**src/rtl/eventsystem_timer.sv**
```systemverilog
// rtl/eventsystem_timer.sv - prescaled periodic/oneshot event timer with saturating pulse counter
module eventsystem_timer #(
    parameter int CNT_WIDTH = 16,
    parameter int PRE_WIDTH = 8
) (
    input  logic                 clk,
    input  logic                 rst,
    input  logic                 start_pulse,
    input  logic                 stop_pulse,
    input  logic                 oneshot,
    input  logic [CNT_WIDTH-1:0] period,
    input  logic [PRE_WIDTH-1:0] prescale,
    output logic                 out_pulse,
    output logic                 busy,
    output logic [CNT_WIDTH-1:0] pulse_count
);

    typedef enum logic {
        IDLE = 1'b0,
        RUN  = 1'b1
    } state_t;

    localparam logic [CNT_WIDTH-1:0] CNT_ONE = {{(CNT_WIDTH-1){1'b0}}, 1'b1};
    localparam logic [CNT_WIDTH-1:0] CNT_MAX = {CNT_WIDTH{1'b1}};

    state_t                 state, state_d;
    logic [CNT_WIDTH-1:0]   period_q, period_d;
    logic [PRE_WIDTH-1:0]   prescale_q, prescale_d;
    logic                   oneshot_q, oneshot_d;
    logic [CNT_WIDTH-1:0]   tick_cnt, tick_cnt_d;
    logic [PRE_WIDTH-1:0]   pre_cnt, pre_cnt_d;
    logic                   out_pulse_d;
    logic [CNT_WIDTH-1:0]   pulse_count_d;
    logic [CNT_WIDTH-1:0]   period_eff;

    assign period_eff = (period == '0) ? CNT_ONE : period;
    assign busy       = (state == RUN);

    always_ff @(posedge clk or negedge rst) begin
        if (!rst) begin
            state       <= IDLE;
            period_q    <= '0;
            prescale_q  <= '0;
            oneshot_q   <= 1'b0;
            tick_cnt    <= '0;
            pre_cnt     <= '0;
            out_pulse   <= 1'b0;
            pulse_count <= '0;
        end else begin
            state       <= state_d;
            period_q    <= period_d;
            prescale_q  <= prescale_d;
            oneshot_q   <= oneshot_d;
            tick_cnt    <= tick_cnt_d;
            pre_cnt     <= pre_cnt_d;
            out_pulse   <= out_pulse_d;
            pulse_count <= pulse_count_d;
        end
    end

    always_comb begin
        state_d       = state;
        period_d      = period_q;
        prescale_d    = prescale_q;
        oneshot_d     = oneshot_q;
        tick_cnt_d    = tick_cnt;
        pre_cnt_d     = pre_cnt;
        out_pulse_d   = 1'b0;
        pulse_count_d = pulse_count;

        // stop wins over start, so a collision never re-latches or pulses
        if (stop_pulse) begin
            state_d = IDLE;
        end else if (start_pulse) begin
            period_d      = period_eff;
            prescale_d    = prescale;
            oneshot_d     = oneshot;
            tick_cnt_d    = period_eff;
            pre_cnt_d     = prescale;
            pulse_count_d = '0;
            state_d       = RUN;
        end else if (state == RUN) begin
            if (pre_cnt == '0) begin
                pre_cnt_d = prescale_q;
                if (tick_cnt == CNT_ONE) begin
                    out_pulse_d = 1'b1;
                    tick_cnt_d  = period_q;
                    if (pulse_count != CNT_MAX) begin
                        pulse_count_d = pulse_count + CNT_ONE;
                    end
                    if (oneshot_q) begin
                        state_d = IDLE;
                    end
                end else begin
                    tick_cnt_d = tick_cnt - CNT_ONE;
                end
            end else begin
                pre_cnt_d = pre_cnt - 1'b1;
            end
        end
    end

endmodule

```
**config.mk**
```make
export PLATFORM = sky130hd
export DESIGN_NAME = eventsystem_timer
export DESIGN_NICKNAME = d
export VERILOG_FILES = /design/src/rtl/eventsystem_timer.sv
export SDC_FILE = /design/constraint.sdc
export NUM_CORES = 1
export LEC_CHECK = 0
export ABC_AREA = 1
export BUFFER_PORTS_ARGS = -buffer_cell sky130_fd_sc_hd__buf_2
export CAP_MARGIN = 20
export CORE_MARGIN = 2
export CORE_UTILIZATION = 45
export CTS_CLUSTER_SIZE = 30
export DETAILED_ROUTE_END_ITERATION = 8
export PLACE_DENSITY = 0.63
export REMOVE_ABC_BUFFERS = 1
export SETUP_SLACK_MARGIN = 0.05
export SYNTH_ARGS = -nofsm -noshare
export SYNTH_HDL_FRONTEND = slang
export SYNTH_SLANG_ARGS = --single-unit
```
**constraint.sdc**
```tcl
create_clock -name clk -period 2.46 [get_ports clk]
set_input_delay 0.369 -clock clk [delete_from_list [all_inputs] [get_ports clk]]
set_output_delay 0.369 -clock clk [all_outputs]
set_load 0.02 [all_outputs]
```
==> results of run 1 <==
[stage by stage]
step / hold slack, ns / cell area (µm²) / utilization / power [µW] / cells
global route: 0.145 / 4850 / 0.525 / 3620 / 810
global placement: 0.460 / 4650 / 0.504 / 2430 / 794
CTS: 0.132 / 4850 / 0.525 / 3380 / 810
detailed placement: 0.461 / 4650 / 0.504 / 2450 / 794
floorplan: 0.0734 / 4190 / - / 2150 / 611
finish: 0.101 / 4850 / 0.525 / 3360 / 810
[routing by layer]
metal	vias to the layer above	share of wire	track usage	routed length, µm
li1	2088	-	-	-
met1	1903	0.45	0.303	5000
met2	104	0.49	0.394	5350
met3	11	0.050	0.0462	548
met4	0	0.011	0.0644	125
met5	-	0	0	0
[Yosys cell counts (all sizes together)]
cell type,number,area (µm²)
xnor2,3,26.3
a21oi,27,135
o2bb2ai,1,8.76
dfrtp,67,1680
nor4,1,6.26
o21ai,53,269
inv,74,283
xor2,7,61.3
o21bai,3,22.5
nand3,71,373
nor3,5,25.0
a31oi,1,6.26
buf,8,50.0
and2,2,12.5
clkbuf,11,41.3
nand4,8,50.1
nand3b,1,7.51
ha,5,62.6
nor2,77,367
o211ai,1,7.51
nand2,204,791
[state kept, by name (all words and copies together) (netlist names)]
| signal | count |
|---|---|
| pulse_count | 16 |
| prescale_q | 8 |
| pre_cnt | 8 |
| tick_cnt | 16 |
| oneshot_q | 1 |
| period_q | 16 |
| out_pulse | 1 |
| busy | 1 |
[power by group]
part	total [µW]	switching [µW]	internal [µW]
combinational	960	622	338
clock	927	459	468
sequential	1470	188	1280
total	3360	1270	2090
[path summary, 6_finish.rpt]
| path | slack [ns] | cells past startpoint | end |
|---|---|---|---|
| max in group asynchronous | 1.67 | 2 | pulse_count[8]$_DFFE_PN0P_ |
| hold reg to reg | 0.48 | 2 | oneshot_q$_DFFE_PN0P_ |
| setup / recovery | 0.50 | 10 | pulse_count[10]$_DFFE_PN0P_ |
| min in group clk | 0.21 | 3 | oneshot_q$_DFFE_PN0P_ |
| hold / removal | 0.10 | 1 | period_q[9]$_DFFE_PN0P_ |
| setup reg to reg | 0.50 | 10 | pulse_count[10]$_DFFE_PN0P_ |
[critical path: stages (launching register included)]
cell and delay [ns]:
sky130_fd_sc_hd__dfrtp_1 0.39, sky130_fd_sc_hd__inv_1 0.14, sky130_fd_sc_hd__ha_1 0.23, sky130_fd_sc_hd__nand2_2 0.11, sky130_fd_sc_hd__nor2_8 0.19, sky130_fd_sc_hd__inv_4 0.10
sky130_fd_sc_hd__nor2_8 0.13, sky130_fd_sc_hd__nand3_4 0.21, sky130_fd_sc_hd__nand2_4 0.25, sky130_fd_sc_hd__nand2_1 0.08, sky130_fd_sc_hd__nand2_1 0.06
[area by class of cell]
| cell class | instances | area [µm²] | share of cell area |
|---|---|---|---|
| clock buffer | 10 | 128 | 0.0263 |
| sequential | 67 | 1680 | 0.346 |
| tap | 129 | 161 | 0.0333 |
| multi-input combinational | 470 | 2230 | 0.460 |
| clock inverter | 6 | 66.3 | 0.0137 |
| inverter | 74 | 283 | 0.0583 |
| timing repair buffer | 54 | 303 | 0.0625 |
[cell families after synthesis]
logic type	Yosys count	synth area share
fa+ha+maj	5	0.0146
simple gates	369	0.381
buf+inv	93	0.0874
xor+xnor	10	0.0205
compound gates	86	0.105
flops	67	0.392
==> parameters.txt, run 1 <==
Parameter                              Value

Clock tree
  CTS tree    yes
  Root cell of the clock tree    sky130_fd_sc_hd__clkbuf_8
  Post-CTS Resized    0
  Maximum clock path buffer count    2
  # Post-CTS Setup Buffers    0
  Clock-pin slew reported for the worst setup and hold paths after clock tree synthesis    0.08 ns
  Number of buffers inserted for hold repair after clock tree synthesis    0
  CTS HTree Levels    3
  CTS Buf Count    9
  Clock insertion delay at the later pin of the skew report    0.35 ns
  Clock sink total    67

STA
  Fraction of the cycle the final worst path needs    0.796
  Final critical delay including setup and external delays    1.96 ns
  Transition time at the pin with the least slew margin    0.804 ns
  # setup viols final    0
  RSZ-0062 raised after global routing    false
  Max-slew headroom    0.464
  Number of max-slew violations in the final report    0
  Setup total negative slack    0 ns
  Setup ws final    0.503 ns
  Highest clock frequency the design can meet    0.511 GHz
  Largest clock skew in the final design    0.0146 ns
  Fin. Hold Viols    0

Worst setup path
  Worst setup path startpoint    pre_cnt[0]$_DFFE_PN0P_
  Worst Setup End Kind    flip-flop
  RR Startpoint    pre_cnt[0]$_DFFE_PN0P_
  Worst EP arrival    2.25 ns
  Required time at the worst-slack endpoint    2.75 ns
  Nature of the critical path startpoint    flip-flop
  Biggest fanout along the worst timing path    17
  Type of the worst setup path    reg -> reg

Floorplanning
  Vertical die dimension    102 µm
  Row count    35
  Ports placed on the boundary    47
  X dimension of the die    102 µm
  Die Area    10300 µm²
  Starting utilization of the core area    0.463
  Core footprint    9240 µm²

Pwr
  P per Cell Area    693 nW/µm²
  Cell leakage power    0.00252 µW
  Max IR drop VDD    0.436 mV

Run
  Max Cap Violations    0

Global route
  Number of antenna violations at the first check in global routing    0
  Global-route wire length before repair    19.1 mm
  GRT Total Usage    0.233
  Maximum number of pins on one net before global-route repair    55
  Remaining Overflow, GRT    0
  Via count of the first global-routing pass    4045

Synth
  Seq/Total Area, Yosys    0.392
  Gate count of the mapped netlist    630
  Count of state elements after synthesis    67
  Mapped Avg Cell Area    6.80 µm²
  Mapped Area    4280 µm²
  YS warnings    0
  Library cells used by synthesis    35

Hold path
  Path category of the worst min-delay check    in -> async

Route
  Number of optimization iterations in the first detailed-route pass    5
  Per-cell via count in the routed design    5.07
  Post-detailed-route count of antenna-violating nets    0
  Count of routing violations after the opening detailed-route iteration    215
  DR DRC count    0
  Wire length reported by the detailed router    11.0 mm
  Overall via count from detail_route    4106
  Per-cell routed wire length    13.6 µm

Finish
  Most common cell after layout, fill and taps aside    sky130_fd_sc_hd__nand2_1
  Proportion of layout cells with a drive suffix above 1    0.140
  Area added between synthesis and finish    13.2%
  Number of nets in the final layout    710
  Leading cell types in the layout, fill and taps excluded    sky130_fd_sc_hd__nand2_1 (198), sky130_fd_sc_hd__inv_1 (69), sky130_fd_sc_hd__nand3_1 (69), sky130_fd_sc_hd__dfrtp_1 (67), sky130_fd_sc_hd__nor2_1 (65)
  Antenna diode instance count    0
  Fillers    976

Status
  Result of the run    complete, no violations

Placement
  Sum of net half-perimeters after detailed placement    7.83 mm
  Pre-CTS setup slack    0.527 ns
  GP Congestion    0.892
  Quantity of I/O buffers inserted on ports    46
(Power assumes the default switching activity.)
==> run 2: changes to the inputs <==
- ABC_AREA: 1 -> 0
- clock period: 2.46 -> 1.95 ns (I/O delays scaled with it)
==> parameters.txt, run 2 <==
Parameter                              Value

STA
  Fraction of the cycle the final worst path needs    1.12
  Highest clock frequency the design can meet    0.458 GHz
  Fin. Hold Viols    0
  RSZ-0062 raised after global routing    true
  # setup viols final    21
  Transition time at the pin with the least slew margin    0.404 ns
  Largest clock skew in the final design    0.00811 ns
  Setup ws final    -0.233 ns
  Max-slew headroom    0.729
  Final critical delay including setup and external delays    2.18 ns
  Number of max-slew violations in the final report    0
  Setup total negative slack    -3.01 ns

Finish
  Antenna diode instance count    0
  Register cell area after layout    1680 µm²
  Multi-input combinational cell area    2330 µm²
  Most common cell after layout, fill and taps aside    sky130_fd_sc_hd__nand2_1
  Fillers    658
  Registers with the most flip-flops    period_q (16), pulse_count (16), tick_cnt (16)
  Area added between synthesis and finish    49.2%
  Non-filler instance count after layout    696
  Number of nets in the final layout    620
  Leading cell types in the layout, fill and taps excluded    sky130_fd_sc_hd__nand2_1 (97), sky130_fd_sc_hd__buf_4 (83), sky130_fd_sc_hd__dfrtp_1 (66), sky130_fd_sc_hd__buf_2 (46), sky130_fd_sc_hd__nor2_1 (29)
  Proportion of layout cells with a drive suffix above 1    0.411
  Core Util, Final    0.686

Route
  DR DRC count    0
  Number of optimization iterations in the first detailed-route pass    5
  Overall via count from detail_route    3976
  Wire length reported by the detailed router    12.5 mm
  Count of routing violations after the opening detailed-route iteration    251
  Post-detailed-route count of antenna-violating nets    0
  Per-cell via count in the routed design    5.71
  Per-cell routed wire length    18.0 µm

Worst setup path
  RR Startpoint    pre_cnt[1]$_DFFE_PN0P_
  Nature of the critical path startpoint    flip-flop
  End of the worst register-to-register path    pulse_count[14]$_DFFE_PN0P_
  Worst EP arrival    2.48 ns
  Worst setup path startpoint    pre_cnt[1]$_DFFE_PN0P_
  Bufs and invs on worst path    2
  Family with the most delay on the worst path    simple AND/OR/NAND/NOR gates
  Required time at the worst-slack endpoint    2.24 ns
  Worst Setup End Kind    flip-flop
  Register-to-register setup slack    -0.23 ns
  Biggest fanout along the worst timing path    7
  Cells along the critical path    inv_2 -> ha_4 -> nor3b_4 -> nand4b_1 -> buf_4 -> a311o_2 -> or4_4 -> a21oi_2
  Critical Path Sink    pulse_count[14]$_DFFE_PN0P_
  R2R depth    8
  Cell count along the critical path    8
  Delay of the slowest cell on the worst path    0.44 ns
  Cell at the slowest stage of the critical path    sky130_fd_sc_hd__or4_4
  Type of the worst setup path    reg -> reg

Clock tree
  Maximum clock path buffer count    2
  Clock-pin slew reported for the worst setup and hold paths after clock tree synthesis    0.08 ns
  Root cell of the clock tree    sky130_fd_sc_hd__clkbuf_8
  Clock sink total    67
  CTS tree    yes
  CTS HTree Levels    3
  CTS Buf Count    9
  Clock insertion delay at the later pin of the skew report    0.36 ns

Run
  Max Cap Violations    0

Pwr
  Cell leakage power    0.00258 µW
  Max IR drop VDD    0.579 mV
  P per Cell Area    808 nW/µm²

Global route
  Number of antenna violations at the first check in global routing    0
  Remaining Overflow, GRT    0
  GRT Total Usage    0.283
  Via count of the first global-routing pass    3872
  Global-route wire length before repair    19.5 mm
  Maximum number of pins on one net before global-route repair    68

Floorplanning
  Die Area    9110 µm²
  Vertical die dimension    95.4 µm
  Ports placed on the boundary    47
  X dimension of the die    95.4 µm
  Starting utilization of the core area    0.460
  Row count    33
  Core footprint    8180 µm²

Synth
  Count of state elements after synthesis    67
  EDFF count, synth    0
  Gate count of the mapped netlist    444
  Mapped Area    3760 µm²
  Ys flop type    sky130_fd_sc_hd__dfrtp_1
  Most frequent cells after synthesis    sky130_fd_sc_hd__nand2_1 (98), sky130_fd_sc_hd__dfrtp_1 (67), sky130_fd_sc_hd__a21oi_1 (44)
  Share of async-settable or async-resettable flops after synthesis    1.00
  Library cells used by synthesis    49
  Largest cells by area after synthesis    sky130_fd_sc_hd__dfrtp_1 (45%), sky130_fd_sc_hd__nand2_1 (9.8%), sky130_fd_sc_hd__a21oi_1 (5.9%)
  Cell type contributing the most total cell area after synthesis    sky130_fd_sc_hd__dfrtp_1
  Seq/Total Area, Yosys    0.446
  Proportion of netlist area held by the largest area contributor    0.446
  Mapped Avg Cell Area    8.47 µm²
  YS warnings    0
  Most instantiated library cell after synthesis    sky130_fd_sc_hd__nand2_1

Placement
  Inst Count DP    651
  Quantity of I/O buffers inserted on ports    46
  GP Congestion    0.921
  Sum of net half-perimeters after detailed placement    7.44 mm

Status
  Failing checks    negative setup slack
  Result of the run    complete, but fails checks

Hold path
  Path category of the worst min-delay check    in -> reg
## run 2: cell types whose count changed in the layout (fill, tap and decap cells not counted), moves of 7 or more
cell                       delta
sky130_fd_sc_hd__buf_6       +19
sky130_fd_sc_hd__o21ai_0     -40
sky130_fd_sc_hd__a21oi_2     +18
sky130_fd_sc_hd__inv_1       -65
sky130_fd_sc_hd__o211ai_1     +7
sky130_fd_sc_hd__nand2_1    -101
sky130_fd_sc_hd__buf_4       +76
sky130_fd_sc_hd__nor2_1      -36
sky130_fd_sc_hd__o21ai_2      +9
sky130_fd_sc_hd__nand3_1     -57
sky130_fd_sc_hd__or3_1        +8
## run 2: logic make-up after synthesis
| family | Yosys count | share of synthesized area |
|---|---|---|
| adder cells (fa/ha/maj) | 5 | 0.0166 |
| multiplexers | 5 | 0.0133 |
| flip-flops | 67 | 0.446 |
| XOR/XNOR | 13 | 0.0303 |
| AO/OA/AOI/OAI | 118 | 0.193 |
| buffers and inverters | 32 | 0.0362 |
| AND/OR/NAND/NOR | 204 | 0.265 |
## run 2: worst min path at each step
| stage | start | end | cells past startpoint |
|---|---|---|---|
| global placement | rst | period_q[2]$_DFFE_PN0P_ | 2 |
| floorplan | rst | busy$_DFF_PN0_ | 0 |
| global route | prescale[1] | prescale_q[1]$_DFFE_PN0P_ | 3 |
| CTS | oneshot | oneshot_q$_DFFE_PN0P_ | 3 |
| detailed placement | rst | period_q[2]$_DFFE_PN0P_ | 2 |
| finish | oneshot | oneshot_q$_DFFE_PN0P_ | 3 |
## run 2: final cells by class
| type | count | area share |
|---|---|---|
| Clock buffer | 12 | 0.0294 |
| Clock inverter | 4 | 0.0169 |
| Tap cell | 105 | 0.0234 |
| Inverter | 8 | 0.00535 |
| Multi-Input combinational cell | 346 | 0.416 |
| Timing Repair Buffer | 154 | 0.210 |
| Sequential cell | 67 | 0.299 |
## run 2: per-layer routing
metal	global-route usage	wire [µm]	vias up
li1	-	-	1889
met1	0.373	5300	1909
met2	0.469	6250	155
met3	0.0474	764	23
met4	0.104	188	0
met5	0	0	-
## run 2: report_power, final
group,switching (µW),internal (µW)
sequential,170,1570
combinational,640,628
clock,569,953
total,1380,3150
## run 2: stage by stage
step	area (µm²)	hold WS [ns]	power [µW]	setup WS, ns
after global placement	4630	0.348	2720	-0.375
after global routing	5610	0.148	4760	-0.339
after detailed placement	4630	0.348	2740	-0.437
after floorplan	3660	-0.00309	2250	-1.14
after CTS	5250	0.128	4360	-0.210
final	5610	0.128	4530	-0.233
## run 2: worst min-delay path, stage by stage
cell	delay (ns)
sky130_fd_sc_hd__buf_2	0.08
sky130_fd_sc_hd__nand2_1	0.04
sky130_fd_sc_hd__nand2_1	0.05
## run 2: timing repair
| action | 4_1_cts | 5_1_grt |
|---|---|---|
| resized for setup | 55 | 75 |
| gates cloned | 4 | 0 |
| buffers inserted | 15 | 11 |
| endpoints found under the setup margin | 32 | 36 |
| pin swaps | 22 | 49 |
| hold buffers | 1 | 0 |
| endpoints found under the hold margin | 67 | 0 |
